File: src/rtl/seq_mul_iter.sv
// Iterative radix-2 shift-add multiplier, signed or unsigned per request.
// Signed operands are reduced to magnitudes and the sign is applied once, in FIX.
module seq_mul_iter #(
    parameter int WIDTH = 8
) (
    input  logic                 clk,
    input  logic                 rst,
    input  logic                 in_valid,
    output logic                 in_ready,
    input  logic [WIDTH-1:0]     a,
    input  logic [WIDTH-1:0]     b,
    input  logic                 sgn,
    output logic                 out_valid,
    input  logic                 out_ready,
    output logic [2*WIDTH-1:0]   out
);
    localparam int CW = $clog2(WIDTH + 1);

    typedef enum logic [1:0] {IDLE, CALC, FIX, DONE} state_t;

    state_t               state, state_nxt;
    logic [WIDTH-1:0]     mcand, mplier;
    logic [2*WIDTH:0]     acc;
    logic [CW-1:0]        cnt;
    logic                 neg;

    logic [WIDTH-1:0]     a_mag, b_mag;
    logic [WIDTH:0]       sum;
    logic [2*WIDTH:0]     acc_nxt;

    // The most negative value negates to itself, which read as unsigned is
    // exactly its magnitude, so no extra bit is needed.
    always_comb begin
        a_mag   = (sgn && a[WIDTH-1]) ? (~a) + WIDTH'(1) : a;
        b_mag   = (sgn && b[WIDTH-1]) ? (~b) + WIDTH'(1) : b;
        sum     = acc[2*WIDTH:WIDTH] + {1'b0, (mplier[0] ? mcand : '0)};
        acc_nxt = {sum, acc[WIDTH-1:0]} >> 1;
    end

    always_ff @(posedge clk) begin
        if (rst) state <= IDLE;
        else     state <= state_nxt;
    end

    always_comb begin
        state_nxt = state;
        in_ready  = 1'b0;
        out_valid = 1'b0;
        case (state)
            IDLE: begin
                in_ready = 1'b1;
                if (in_valid) state_nxt = CALC;
            end
            CALC: if (cnt == CW'(1)) state_nxt = FIX;
            FIX:  state_nxt = DONE;
            DONE: begin
                out_valid = 1'b1;
                if (out_ready) state_nxt = IDLE;
            end
            default: state_nxt = IDLE;
        endcase
    end

    always_ff @(posedge clk) begin
        if (rst) begin
            mcand  <= '0;
            mplier <= '0;
            acc    <= '0;
            cnt    <= '0;
            neg    <= 1'b0;
            out    <= '0;
        end else begin
            case (state)
                IDLE: if (in_valid) begin
                    mcand  <= a_mag;
                    mplier <= b_mag;
                    neg    <= sgn & (a[WIDTH-1] ^ b[WIDTH-1]);
                    acc    <= '0;
                    cnt    <= CW'(WIDTH);
                end
                CALC: begin
                    acc    <= acc_nxt;
                    mplier <= mplier >> 1;
                    cnt    <= cnt - CW'(1);
                end
                FIX: out <= neg ? (~acc[2*WIDTH-1:0]) + (2*WIDTH)'(1) : acc[2*WIDTH-1:0];
                default: ;
            endcase
        end
    end
endmodule

File: config.mk
export PLATFORM = sky130hd
export DESIGN_NAME = seq_mul_iter
export DESIGN_NICKNAME = d
export VERILOG_FILES = /design/src/rtl/seq_mul_iter.sv
export SDC_FILE = /design/constraint.sdc
export NUM_CORES = 1
export LEC_CHECK = 0
export ABC_CLOCK_PERIOD_IN_PS = 2600
export CORE_MARGIN = 1
export CORE_UTILIZATION = 55
export DETAILED_ROUTE_END_ITERATION = 6
export HOLD_SLACK_MARGIN = 0.06
export PLACE_DENSITY_LB_ADDON = 0.3
export SKIP_CTS_REPAIR_TIMING = 1
export SLEW_MARGIN = 20
export SYNTH_ARGS = -nofsm -noshare
export SYNTH_HDL_FRONTEND = slang
export SYNTH_SLANG_ARGS = --single-unit
File: constraint.sdc
create_clock -name clk -period 2.6 [get_ports clk]
set_input_delay 0.52 -clock clk [delete_from_list [all_inputs] [get_ports clk]]
set_output_delay 0.52 -clock clk [all_outputs]
set_load 0.05 [all_outputs]
==> metrics.txt, run 1 <==
status=complete, no violations; Mean Syn Cell Area=8.18 um^2; Starting Density=58.5%; GRT overflow=0; Bufs on Longest Clock Path=2; core area=5200 um^2; area leader, netlist=dfxtp_1; Post-Synth XOR/XNOR Area=between 7 and 8%; initial antenna violation count=0; Seq cells post-synth=55; skew final=around 0.0061 ns; RSZ-0062 raised after global routing=no; adder-cell area share of the yosys netlist=7.65%; Async S/R FF share, synth=0%; area fraction in compound gates after synthesis=a little under a quarter; Final nets=approximately 440; Root Driver=clkbuf_8; DR DRC count=0; TritonCTS Buffers=5; WL final=around 6 mm; final hold slack=approximately 0.46 ns; Worst-Margin Slew=0.658 ns; Req. time, crit path=approximately 2.1 ns; Slew HR=between 50% and 60%; post-synthesis simple-gate area fraction=19.0%; IO Port Bufs=38; DP HPWL=about 4.5 mm; first-pass GRT wire length=between 10 and 15 mm; CTS tree=built; layout cell share with drive strength beyond 1=between 4 and 5%; Post-synth EDFFs=0; I/O pin cnt=39; final setup fails=0; Clk pin slew, worst setup/hold paths=about 0.10 ns; initial detailed-routing violation count=~160; largest net degree at the start of global routing=36; syn nets=roughly 400; Fin. Hold Viols=0; # clock sinks=55; vias per cell=roughly 5.6; Setup crit start kind=register; hold crit path type=reg2reg; largest family of logic cells by synthesized area=compound AO/OA/AOI/OAI gates; Seq/Total Area, Yosys=36.2%; CP Max Fanout=7; Pins Over Slew Limit=0; Total GRT Usage=approximately 22%; Synth cell types=40; PwrDens=about 900 nW/um^2; design area=between 3000 and 4000 um^2; Die H=around 76 um; Synth top area share=36.2%; Row Count=26; die area=between 5000 and 6000 um^2; critical path type=reg2out; Vias=between 2000 and 3000; H-tree depth=2; DP Area=3470 um^2; Ant. Diodes=0; Max Cap Viol=0; ys flop type=dfxtp_1; Max Clock Freq=just over 400 MHz; post-route ant nets=0; setup tns final=0 ns; final core occ=68.9%; mux cell area share after synthesis=between 2 and 3%; gpl congestion=about 0.9; crit path time final=2.44 ns; Fill cells=about 440; P_leak=between 0.001 and 0.0015 uW; Synth-to-Final Area Change=17.8%; Post-Syn Instances=around 370; Detailed Routing Iterations Pass 1=4; CP arrival=around 1.9 ns; maximum vdd drop=roughly 530 uV; worst skew pair latency=0.31 ns; Wirelength per Cell=~13 um; top cells by area, synth=dfxtp_1 36%, ha_1 7.0%, nor2_1 6.7%; Final period util=93.8%; critical path endpoint category=output port; Die X=around 76 um; number of global-route vias before repair=between 2000 and 2500; Yosys warnings=0; Syn Std Cell Area=slightly above 3000 um^2
cell usage after synthesis (3+ instances only):
cell      number
o31ai_1        7
nor2b_1        3
and2_1        11
or3_1          3
a21oi_1       21
o21ai_1        4
ha_1          17
nand3_1        6
mux2i_1        9
a22oi_1       13
xnor2_1        7
a211oi_1      20
o211ai_1       3
clkbuf_1      19
xor2_1        18
nand2_1       32
nand2b_1       5
a31oi_1        8
nor2_1        54
a311oi_1       4
o22ai_1        4
o21ai_0       11
nor3_1         7
dfxtp_1       55
inv_1         13
state kept, by name (all words and copies together) (netlist names):
name / count
state: 2
mplier: 8
out: 16
acc: 16
neg: 1
mcand: 8
cnt: 4
worst paths after layout:
check / cells after the start / end / from / slack [ns]
worst min-delay path: 2 / mcand[7] / mcand[7] / 0.46
worst max-delay path: 3 / in_ready / state[0] / 0.16
worst min register to register: 2 / mcand[7] / mcand[7] / 0.46
worst max register to register: 8 / acc[13] / mplier[0] / 0.50
placed cells by master (no fill, tap or decap), drive strengths merged, types with 2 or more instances in the layout:
master	Yosys	final
dfxtp	55	55
nor2	54	54
clkdlybuf4s50	0	37
nand2	32	32
a21oi	21	21
a211oi	20	20
xor2	18	18
ha	17	17
o21ai	15	15
inv	14	14
a22oi	13	13
and2	11	11
mux2i	9	9
a31oi	8	8
o31ai	7	7
xnor2	7	7
nor3	7	7
nand3	6	6
clkbuf	19	6
buf	1	6
nand2b	5	5
o22ai	4	4
a311oi	4	4
or3	4	4
o211ai	3	3
nor2b	3	3
o41ai	3	3
a21o	2	2
nand3b	2	2
power breakdown:
group	internal, uW	switching (uW)
combinational	532	951
sequential	1040	129
clock	312	274
per-layer routing:
layer | routed length (um) | up-vias | track usage (%)
li1 | - | 1388 | -
met1 | 2830 | 1202 | 26.6
met2 | 2940 | 62 | 39.4
met3 | 199 | 10 | 3.95
met4 | 85 | 0 | 7.69
met5 | 0 | - | 0
cell families (layout without fill, tap and decap cells):
kind of cell	Yosys count	count (layout)
flip-flops	55	55
adder cells (fa/ha/maj)	18	18
buffers and inverters	34	65
AND/OR/NAND/NOR	127	127
multiplexers	9	9
AO/OA/AOI/OAI	104	104
XOR/XNOR	25	25
final cells by class:
class / count / area [um^2] / share of cell area [%]
sequential: 55 / 1100 / 30.7
clock buffer: 6 / 82.6 / 2.30
tap: 70 / 87.6 / 2.44
inverter: 14 / 52.6 / 1.47
multi-input combinational: 283 / 1810 / 50.6
clock inverter: 2 / 35.0 / 0.977
timing repair buffer: 43 / 413 / 11.5
through the flow:
stage | worst slack [ns] | cells | total power (uW)
floorplan | 0.642 | 372 | 2270
global placement | 0.474 | 465 | 2630
detailed placement | 0.405 | 465 | 2670
CTS | 0.180 | 473 | 3250
global route | 0.0658 | 473 | 3480
finish | 0.162 | 473 | 3230
critical path: stages (launching register included):
cell	delay (ns)
dfxtp_1	0.35
inv_1	0.10
ha_1	0.31
clkdlybuf4s50_1	0.86
Note: power is estimated with default switching activity, not from simulation.
==> inputs of run 2 (changes only) <==
--- a/config.mk
+++ b/config.mk
@@ -5,9 +5,10 @@
 export SDC_FILE = /design/constraint.sdc
 export NUM_CORES = 1
 export LEC_CHECK = 0
-export ABC_CLOCK_PERIOD_IN_PS = 2600
+export ABC_CLOCK_PERIOD_IN_PS = 2900
 export CORE_MARGIN = 1
-export CORE_UTILIZATION = 55
+export CORE_UTILIZATION = 60
+export CTS_CLUSTER_DIAMETER = 120
 export DETAILED_ROUTE_END_ITERATION = 6
 export HOLD_SLACK_MARGIN = 0.06
 export PLACE_DENSITY_LB_ADDON = 0.3
==> constraint.sdc (replaced) <==
create_clock -name clk -period 2.9 [get_ports clk]
set_input_delay 0.58 -clock clk [delete_from_list [all_inputs] [get_ports clk]]
set_output_delay 0.58 -clock clk [all_outputs]
set_load 0.05 [all_outputs]
==> metrics.txt, run 2 (same netlist as run 1, synthesis figures left out) <==
M3 GR Usage=4.83% (+0.88 points); GRT overflow=0 (unchanged); Reg2Reg Depth=8 (unchanged); WL final=6.01 mm (-0.73%); hold crit path type=reg2reg; Vias=2665 (+0.11%); crit path time final=approximately 2.5 ns; Pins Over Slew Limit=0 (unchanged); IO Port Bufs=38 (unchanged); Max Clock Freq=about 400 MHz; DP HPWL=4.39 mm (-1.5%); Seq pwr share=37.5% (+1.4 points); Slew HR=44.7% (-11 points); first-pass GRT wire length=10.3 mm (-2.9%); CP Max Fanout=7 (unchanged); status=complete, no violations; Fin. Hold Viols=0 (unchanged); Row Count=25 (-3.8%); DR DRC count=0 (unchanged); Wirelength per Cell=12.8 um (+0.12%); TritonCTS Buffers=5 (unchanged); gpl congestion=0.845 (-6.3%); Clk pin slew, worst setup/hold paths=0.10 ns (about the same); met2 Resource Use GR=44.7% (+5.3 points); Final period util=between 80% and 90%; Net Sw Frac=43.5% (+1.6 points); Root Driver=clkbuf_8; RSZ-0062 raised after global routing=no; Int Power=1580 uW (-16%); P_sw=1210 uW (-10%); PwrDens=788 nW/um^2 (-13%); worst hold start=mplier[7]; final setup fails=0 (unchanged); Ant. Diodes=0 (unchanged); Max Cap Viol=0 (unchanged); Synth-to-Final Area Change=16.5%; GR Util met1=28.1% (+1.4 points); critical path endpoint category=output port; max incr delay on CP=0.86 ns (about the same); hold path depth=2 (unchanged); clock power share=15.0% (-3.1 points); maximum vdd drop=421 uV (-21%); setup slack, reg-to-reg=0.65 ns (+0.15 ns); critical path, cell by cell=inv_1, ha_1, clkdlybuf4s50_1; initial antenna violation count=0 (unchanged); most frequent cells in the layout=55 x dfxtp_1, 54 x nor2_1, 37 x clkdlybuf4s50_1; Starting Density=63.6% (+5.1 points); Buf+Inv Stages, Crit Path=2 (unchanged); worst skew pair latency=0.31 ns (about the same); slowest CP cell=clkdlybuf4s50_1; H-tree depth=2 (unchanged); Die X=73.2 um (-4.1%); Req. time, crit path=2.32 ns (+0.24 ns); Die H=73.2 um (-4.1%); Total GRT Usage=24.4% (+2.3 points); initial detailed-routing violation count=146 (-10%); Largest regs=acc: 16 flops, out: 16 flops; GR peak layer=met2; final core occ=74.1% (+5.2 points); number of global-route vias before repair=2447 (+1.5%); post-route ant nets=0 (unchanged); P_leak=0.00137 uW (-1.9%); I/O pin cnt=39 (unchanged); layout cell share with drive strength beyond 1=4.23% (-0.24 points); Bufs on Longest Clock Path=2 (unchanged); CP arrival=1.92 ns (about the same); Final nets=440 (-0.23%); core area=4790 um^2 (-8.1%); R2R Path Start=mplier[0]; # clock sinks=55 (unchanged); RR Endpoint=acc[13]; CTS tree=built; Setup crit start kind=register; critical path's top delay family=buffers and inverters; die area=5360 um^2 (-8.1%); largest net degree at the start of global routing=40 (+11%); Worst Hold Path EP=mplier[7]; critical path type=reg2out; most common cell after layout, fill and taps aside=dfxtp_1; Worst-Margin Slew=0.829 ns (+0.172 ns); Combinational Power Share=47.4% (+1.6 points); Detailed Routing Iterations Pass 1=4 (unchanged); skew final=0.00656 ns (+0.000429 ns); setup tns final=0 ns (unchanged); vias per cell=5.68 (+0.97%)
## run 2: area by class of cell
cell class / instances / area [um^2]
clock buffer: 5 / 68.8
clock inverter: 3 / 20.0
fill: 399 / 1240
inverter: 14 / 52.6
multi-input combinational: 283 / 1810
sequential: 55 / 1100
tap: 67 / 83.8
timing repair buffer: 42 / 405
## run 2: worst reg2reg max path, stage by stage (launching register included)
cell and delay [ns]:
dfxtp_1 0.37, and2_1 0.18, ha_1 0.24, fa_1 0.44, a211oi_1 0.26, o21bai_1 0.13
a21oi_1 0.25, xor2_1 0.17, o31ai_1 0.08
## run 2: routing by layer
metal,share of wire [%],wire length (um)
met2,51,3080
met4,1.0,63
met5,0,0
met1,44,2620
met3,4.1,245
## run 2: power by group through the flow
stage | combinational, uW | clock, uW | sequential [uW]
2_1_floorplan | 783 | 0 | 1250
3_3_place_gp | 1300 | 0 | 1060
3_5_place_dp | 1320 | 0 | 1070
4_1_cts | 1330 | 422 | 1050
5_1_grt | 1470 | 450 | 1070
6_report | 1320 | 420 | 1050
## run 2: stage by stage
step | cells | total power (uW) | setup WS [ns] | cell area, um^2 | hold slack, ns
after floorplan | 372 | 2040 | 0.942 | 3040 | 0.427
after detailed placement | 461 | 2390 | 0.649 | 3460 | 0.442
after CTS | 469 | 2800 | 0.398 | 3550 | 0.453
after global routing | 469 | 2990 | 0.343 | 3550 | 0.470
final | 469 | 2790 | 0.400 | 3550 | 0.452
after global placement | 461 | 2360 | 0.695 | 3460 | 0.439
## run 2: how the worst max path moves through the flow
stage	end	start	slack, ns	cells past startpoint
after global placement	acc[15]	in_valid	0.69	6
after floorplan	acc[2]	state[0]	0.94	7
after detailed placement	acc[15]	in_valid	0.65	6
after global routing	in_ready	state[0]	0.34	3
after CTS	in_ready	state[0]	0.40	3
final	in_ready	state[0]	0.40	3
